### src/rtl/skid_fifo_if.sv
// Valid/ready channel bundle for skid_fifo: upstream push side and
// downstream pop side. The slave modport is the buffer's view, the master
// modport is the view of whatever drives and consumes it.
interface skid_fifo_if #(
  parameter int DATA_WIDTH = 8
);
  logic                  in_valid_i;
  logic                  in_ready_o;
  logic [DATA_WIDTH-1:0] in_data_i;
  logic                  out_valid_o;
  logic                  out_ready_i;
  logic [DATA_WIDTH-1:0] out_data_o;

  modport slave (
    input  in_valid_i, in_data_i, out_ready_i,
    output in_ready_o, out_valid_o, out_data_o
  );

  modport master (
    output in_valid_i, in_data_i, out_ready_i,
    input  in_ready_o, out_valid_o, out_data_o
  );
endinterface

### src/rtl/skid_fifo.sv
// Elastic valid/ready buffer of configurable depth. in_ready_o comes from
// flops (gated only by flush/reset), so no combinational path runs from
// out_ready_i back to the upstream side. With REG_OUTPUT=0 an empty buffer
// passes the incoming beat straight through to the output.
module skid_fifo #(
  parameter int DATA_WIDTH = 8,
  parameter int DEPTH      = 4,
  parameter bit REG_OUTPUT = 1'b1
) (
  input  logic                       clk,
  input  logic                       rst,
  input  logic                       flush_i,
  skid_fifo_if.slave                 bus,
  output logic [$clog2(DEPTH+1)-1:0] count_o,
  output logic                       full_o,
  output logic                       empty_o
);
  localparam int CW = $clog2(DEPTH + 1);
  localparam int PW = $clog2(DEPTH);
  localparam logic [CW-1:0] COUNT_MAX = CW'(DEPTH);
  localparam logic [PW-1:0] PTR_LAST  = PW'(DEPTH - 1);

  logic [DATA_WIDTH-1:0] mem [DEPTH];
  logic [PW-1:0]         rd_ptr;
  logic [PW-1:0]         wr_ptr;
  logic [CW-1:0]         count_ff;
  logic [CW-1:0]         count_nxt;
  logic                  full_ff;
  logic                  empty_ff;
  logic                  blocked;
  logic                  out_valid;
  logic                  push;
  logic                  pop;
  logic                  bypass;
  logic                  push_st;
  logic                  pop_st;

  // Pointer increment with an explicit wrap so non-power-of-two depths work.
  function automatic logic [PW-1:0] ptr_inc(input logic [PW-1:0] p);
    return (p == PTR_LAST) ? '0 : p + PW'(1);
  endfunction

  // Flush and reset both suppress every handshake in the current cycle.
  assign blocked        = flush_i | rst;
  assign bus.in_ready_o = ~full_ff & ~blocked;

  // Stored data has priority; an empty cut-through buffer mirrors the input.
  assign out_valid       = (~empty_ff | (~REG_OUTPUT & bus.in_valid_i)) & ~blocked;
  assign bus.out_valid_o = out_valid;
  assign bus.out_data_o  = ~out_valid ? '0 :
                           (empty_ff ? bus.in_data_i : mem[rd_ptr]);

  // A beat that enters and leaves an empty buffer in one cycle never lands
  // in storage; only stored beats move the pointers and the count.
  assign push      = bus.in_valid_i & bus.in_ready_o;
  assign pop       = out_valid & bus.out_ready_i;
  assign bypass    = empty_ff & push & pop;
  assign push_st   = push & ~bypass;
  assign pop_st    = pop & ~empty_ff;
  assign count_nxt = count_ff + CW'(push_st) - CW'(pop_st);

  // Control state: reset and flush both return to the empty state.
  always_ff @(posedge clk) begin
    if (rst || flush_i) begin
      rd_ptr   <= '0;
      wr_ptr   <= '0;
      count_ff <= '0;
      full_ff  <= 1'b0;
      empty_ff <= 1'b1;
    end else begin
      if (push_st) wr_ptr <= ptr_inc(wr_ptr);
      if (pop_st)  rd_ptr <= ptr_inc(rd_ptr);
      count_ff <= count_nxt;
      full_ff  <= (count_nxt == COUNT_MAX);
      empty_ff <= (count_nxt == '0);
    end
  end

  // Payload storage, deliberately left out of reset.
  always_ff @(posedge clk) begin
    if (push_st) mem[wr_ptr] <= bus.in_data_i;
  end

  assign count_o = count_ff;
  assign full_o  = full_ff;
  assign empty_o = empty_ff;
endmodule

### src/flat_wrapper.sv
// flat-port wrapper written by rule: the top's interface ports become plain ports
module skid_fifo_flat 
#(
  parameter int DATA_WIDTH = 8,
  parameter int DEPTH      = 4,
  parameter bit REG_OUTPUT = 1'b1
)
  (clk, rst, flush_i, count_o, full_o, empty_o, bus_in_valid_i, bus_in_data_i, bus_out_ready_i, bus_in_ready_o, bus_out_valid_o, bus_out_data_o);
  skid_fifo_if #(.DATA_WIDTH(DATA_WIDTH)) bus_i ();
  input  logic clk;
  input  logic rst;
  input  logic flush_i;
  output logic [$clog2(DEPTH+1)-1:0] count_o;
  output logic full_o;
  output logic empty_o;
  input wire logic [$bits(bus_i.in_valid_i)-1:0] bus_in_valid_i;
  input wire logic [$bits(bus_i.in_data_i)-1:0] bus_in_data_i;
  input wire logic [$bits(bus_i.out_ready_i)-1:0] bus_out_ready_i;
  output wire logic [$bits(bus_i.in_ready_o)-1:0] bus_in_ready_o;
  output wire logic [$bits(bus_i.out_valid_o)-1:0] bus_out_valid_o;
  output wire logic [$bits(bus_i.out_data_o)-1:0] bus_out_data_o;
  assign bus_i.in_valid_i = bus_in_valid_i;
  assign bus_i.in_data_i = bus_in_data_i;
  assign bus_i.out_ready_i = bus_out_ready_i;
  assign bus_in_ready_o = bus_i.in_ready_o;
  assign bus_out_valid_o = bus_i.out_valid_o;
  assign bus_out_data_o = bus_i.out_data_o;
  skid_fifo #(.DATA_WIDTH(DATA_WIDTH), .DEPTH(DEPTH), .REG_OUTPUT(REG_OUTPUT)) u_core (.clk(clk), .rst(rst), .flush_i(flush_i), .bus(bus_i), .count_o(count_o), .full_o(full_o), .empty_o(empty_o));
endmodule
### config.mk
export PLATFORM = sky130hd
export DESIGN_NAME = skid_fifo_flat
export DESIGN_NICKNAME = d
export VERILOG_FILES = /design/src/rtl/skid_fifo_if.sv /design/src/rtl/skid_fifo.sv /design/src/flat_wrapper.sv
export SDC_FILE = /design/constraint.sdc
export NUM_CORES = 1
export LEC_CHECK = 0
export BUFFER_PORTS_ARGS = -buffer_cell sky130_fd_sc_hd__buf_2
export CAP_MARGIN = 20
export CORE_MARGIN = 2
export CORE_UTILIZATION = 49
export DETAILED_ROUTE_END_ITERATION = 10
export PLACE_DENSITY = 0.83
export SYNTH_ARGS = -nofsm -noshare
export SYNTH_HDL_FRONTEND = slang
export SYNTH_SLANG_ARGS = --single-unit
export TNS_END_PERCENT = 1
### constraint.sdc
create_clock -name clk -period 2.1 [get_ports clk]
set_input_delay 0 -clock clk [delete_from_list [all_inputs] [get_ports clk]]
set_output_delay 0 -clock clk [all_outputs]
set_load 0.01 [all_outputs]
==> flow_summary.ini, run 1 <==
[power_and_ir_drop]
power_frac_comb = 0.056
total_power_mw = 1.41
p_seq_frac = 0.656
p_per_area_nw_per_um2 = 658
clkPwrFrac = 0.288
peakVddDrop_mv = 0.359
p_sw_frac = 0.203
p_int_mw = 1.12
p_sw_mw = 0.286
leakagePower_nw = 0.819

[sta]
report.final.slew_viol_count = 0
fin_crit_ps = 1990
period_share = 0.947
whs_ps = 82.8
finalSetupViolations = 0
fin_skew_ps = 8.22
fmax_mhz = 503
slew-limit-headroom = 0.639
hold_violations = 0
tightestPinTransition_ps = 541

[detailed_routing]
drt_iter0_markers = 24
drc_errors = 0
vias = 969
avgRoutedWirePerCell_um = 14.7
wl_um = 2900
ant_nets = 0
dr.pass1.iters = 4
viasPerCell = 4.92

[status]
status = completed

[logic_synthesis]
synth-warning-count = 0
ys.flop_type = edfxtp_1
syn-num-nets = 126
synth.avg_cell_area_um2 = 16.8
yosysTopAreaCellShare = 0.544
synthTopCellsByCount = 32 x edfxtp_1, 16 x and2_1, 11 x dfxtp_1
synthTopCellsByArea = edfxtp_1 54%, dfxtp_1 12%, mux4_2 10%, and2_1 5.7%, ha_1 5.0%
ys_seq_elements = 43
yosysMostFrequentCell = edfxtp_1
ys_seq_area_frac = 0.668
async_reset_ff_frac = 0
syn_area_um2 = 1770
synth_top_area_cell = edfxtp_1
syn_inst = 105
synth_cell_types = 21
synth_edf_count = 32

[cts]
numCtsBuffers = 5
clockRootBuffer = clkbuf_4
insertion_delay_ps = 340
cts_sinks = 43
clk_pin_slew_ps = 110
cts_tree = done
htreeDepth = 2
cts_buffer_depth = 2
cts_setup_buffers = 0

[floorplanning]
start_util = 0.522
die_x_um = 64.1
dieHeight_um = 64.1
dieArea_um2 = 4100
rows = 21
ios = 28
core_um2 = 3390

[critical_path]
required_ps = 2350
cp_data_arrival_time_ps = 2240
critPathLaunchType = register
crit_fanout = 3
crit_type = register to register
cp-end-kind = register

[final_layout]
area_growth_pct = 21.2
drive_above_1_share = 0.331
fin_area_um2 = 2140
fin_cells = 197
fin_nets = 171
diodes = 0

[grt]
antenna_found_initial = 0
grt_max_degree = 13
grt_pass1_vias = 997
grt_pass1_wl_um = 4670
grt-ovfl-total = 0
grt_usage = 0.157

[placed_design]
dpl.cell_count = 178
place.gp.congestion = 0.694
placed_area_um2 = 1960
portBuffers = 27
hpwl_um = 2080

[hold_path]
hp-class = input pin to register

[job]
max_cap_viol_count = 0
==> flip-flops by register name, summed over array words and instances, names as in the netlist, named ones only <==
register and flops:
u_core.mem 32, u_core.count_o 3, u_core.rd_ptr 2, u_core.wr_ptr 2, u_core.empty_o 1, u_core.full_o 1
==> final timing paths <==
kind / start / end / slack [ps] / depth (start not counted)
worst max-delay path: u_core.empty_o / u_core.full_o / 110 / 9
worst min-delay path: bus_in_valid_i / u_core.wr_ptr[1] / 80 / 4
worst max register to register: u_core.empty_o / u_core.full_o / 110 / 9
worst min register to register: u_core.wr_ptr[1] / u_core.wr_ptr[1] / 530 / 2
==> metrics by stage <==
step                TNS, ps  utilization  worst slack [ps]
global route          -8.08        0.632             -4.13
floorplan                 0            -               125
finish                    0        0.632               111
global placement          0        0.580               135
CTS                       0        0.629              36.3
detailed placement        0        0.580              63.0
==> per-layer routing <==
layer | track usage | vias up | wire length [µm]
met5 | 0 | - | 0
met3 | 0.0352 | 6 | 124
met4 | 0.0815 | 0 | 46
met2 | 0.271 | 22 | 1510
met1 | 0.184 | 465 | 1220
li1 | - | 476 | -
==> cell usage in the layout (no fill, tap or decap), types with 2 or more instances in the layout <==
master / synthesis / final
dlygate4sd3_1: 0 / 11
buf_2: 1 / 27
nor2b_1: 2 / 2
nand2_1: 3 / 3
edfxtp_1: 32 / 32
dfxtp_1: 11 / 10
nor3_1: 4 / 3
inv_1: 6 / 6
clkbuf_4: 0 / 5
nor2_1: 3 / 3
mux2i_1: 2 / 2
mux4_2: 8 / 8
ha_1: 7 / 6
and2_1: 16 / 16
o21ai_0: 2 / 2
buf_4: 0 / 3
==> logic make-up (layout without fill, tap and decap cells) <==
logic type	count (synthesis)	in the layout	synth area share
mux	10	10	0.113
compound gates	3	3	0.00991
simple gates	31	31	0.111
buf+inv	9	55	0.0241
fa+ha+maj	8	8	0.0609
flops	43	43	0.668
xor+xnor	1	1	0.0127
==> worst max-delay path, cell delays in order (launching register included) <==
cell and delay [ps]:
dfxtp_2 360, nor3_2 50, and2_1 160, ha_1 280, inv_1 50, ha_2 170
fa_2 320, xnor3_1 190, and2_1 170, nor3b_2 150
==> what timing repair did <==
action | 4_1_cts | 5_1_grt
resized for setup | 0 | 3
endpoints found under the hold margin | 37 | 0
hold buffers | 11 | 0
endpoints found under the setup margin | 0 | 2
==> layout make-up <==
cell class	count	area [µm²]
clock inverters	1	3.75
inverters	6	22.5
clock buffers	7	55.1
fillers	240	1250
repair buffers	41	268
well taps	46	57.6
multi-input cells	53	554
flip-flops and latches	43	1180
==> power by group through the flow <==
stage               Clock (mW)  Combinational [mW]  Sequential [mW]
floorplan                    0              0.0286            0.945
global placement             0              0.0587            0.945
detailed placement           0              0.0633            0.945
CTS                      0.411              0.0791            0.926
global route             0.444              0.0870            0.928
finish                   0.406              0.0791            0.926
No activity file was read; power rests on OpenSTA's default activity.
==> run 2, diff against run 1 <==
CORE_ASPECT_RATIO = 1.5   (was default)
==> run 2 against run 1 <==
  * Setup slack worse by 29 ps
  * Clock skew down 2.8 ps
  * Sequential cell count stayed put
  * Combinational power is 2% lower
  * Largest cell class unchanged
  * Highest routed layer unchanged
==> flow_summary.ini, run 2 (synthesis gave the netlist of run 1 again) <==
[status]
status = completed

[placed_design]
place_ws_ps = 15.7
hpwl_um = 2110
placed_area_um2 = 1940
portBuffers = 27
place.gp.congestion = 0.787

[power_and_ir_drop]
p_sw_mw = 0.310
peakVddDrop_mv = 0.850
p_seq_frac = 0.530
power_frac_comb = 0.044
leakagePower_nw = 0.850
p_int_mw = 1.44
clkPwrFrac = 0.426
total_power_mw = 1.75
p_sw_frac = 0.178
p_per_area_nw_per_um2 = 794

[cts]
clk_pin_slew_ps = 80
numCtsBuffers = 5
clockRootBuffer = clkbuf_8
htreeDepth = 2
cts_buffer_depth = 2
cts_sinks = 43
insertion_delay_ps = 290
cts_tree = done

[floorplanning]
die_x_um = 53.0
start_util = 0.518
core_um2 = 3420
rows = 26
dieArea_um2 = 4110
ios = 28
dieHeight_um = 77.6

[detailed_routing]
viasPerCell = 5.13
ant_nets = 0
drt_iter0_markers = 31
wl_um = 3030
avgRoutedWirePerCell_um = 15.9
vias = 979
drc_errors = 0
dr.pass1.iters = 4

[job]
max_cap_viol_count = 0

[sta]
fin_crit_ps = 2020
report.final.slew_viol_count = 0
tightestPinTransition_ps = 517
fin_skew_ps = 5.41
finalSetupViolations = 0
slew-limit-headroom = 0.655
setup_ws_ps = 82.6
period_share = 0.961
fmax_mhz = 496
hold_violations = 0

[grt]
grt_usage = 0.174
grt-ovfl-total = 0
grt_max_degree = 14
grt_pass1_wl_um = 4990
antenna_found_initial = 0
grt_pass1_vias = 1103

[hold_path]
hold_start = rst
hp-class = input pin to register

[critical_path]
crit_type = register to register
slowest_stage = dfxtp_2
crit_path_start = u_core.empty_o
crit_fanout = 3
max_stage_delay_ps = 350
required_ps = 2290
cp-end-kind = register
crit_path_cell_trace = nor3_2 -> and2_4 -> ha_1 -> inv_1 -> ha_1 -> fa_2 -> xnor3_1 -> and2_4 -> nor3b_2
crit_family = adder cells
critical_path_buf_inv_count = 1
r2r_start = u_core.empty_o
critPathLaunchType = register
cp_data_arrival_time_ps = 2210

[final_layout]
utilization = 0.644
final_cell_mix = 32 x edfxtp_1, 27 x buf_2, 14 x and2_1
drive_above_1_share = 0.336
fin_nets = 169
largest-register = u_core.mem
fin_area_um2 = 2200
diodes = 0
mostFrequentLayoutCell = edfxtp_1
area_growth_pct = 24.4
largest_register_ffs = 32
[run 2: worst paths after layout]
kind                   end  slack [ps]  depth (start not counted)
min reg2reg       register         510                          2
min               register          30                          2
max          u_core.full_o          80                          9
max reg2reg  u_core.full_o          80                          9
[run 2: layout make-up]
class	count	area, µm²
multi-input combinational	53	557
clock inverter	2	60.1
tap	42	52.6
fill	256	1220
timing repair buffer	39	253
sequential	43	1180
clock buffer	6	72.6
inverter	6	22.5
[run 2: power by group through the flow]
stage               registers [mW]  logic (mW)  clock network, mW
floorplan                    0.945      0.0286                  0
global placement             0.945      0.0562                  0
detailed placement           0.946      0.0602                  0
CTS                          0.926      0.0762              0.755
global route                 0.927      0.0864              0.786
finish                       0.926      0.0774              0.743
[run 2: per-layer routing]
metal,GRT usage,routed length [µm],vias to the layer above,part of all wire
met2,0.300,1720,29,0.57
met5,0,0,-,0
met3,0.0615,156,6,0.052
met1,0.184,1110,474,0.37
met4,0.0769,48,0,0.016
li1,-,-,470,-
[run 2: per-stage QoR]
stage	std cells	hold slack (ps)	setup TNS [ps]
finish	191	29.2	0
CTS	191	12.9	0
global placement	172	210	0
floorplan	105	50.7	0
detailed placement	172	219	0
global route	191	51.7	-13.1
[run 2: timing repair]
action,in CTS,in global routing
hold buffers,11,0
gates resized for setup,0,4
setup endpoints to repair,0,1
buffers inserted,0,0
endpoints found under the hold margin,37,0
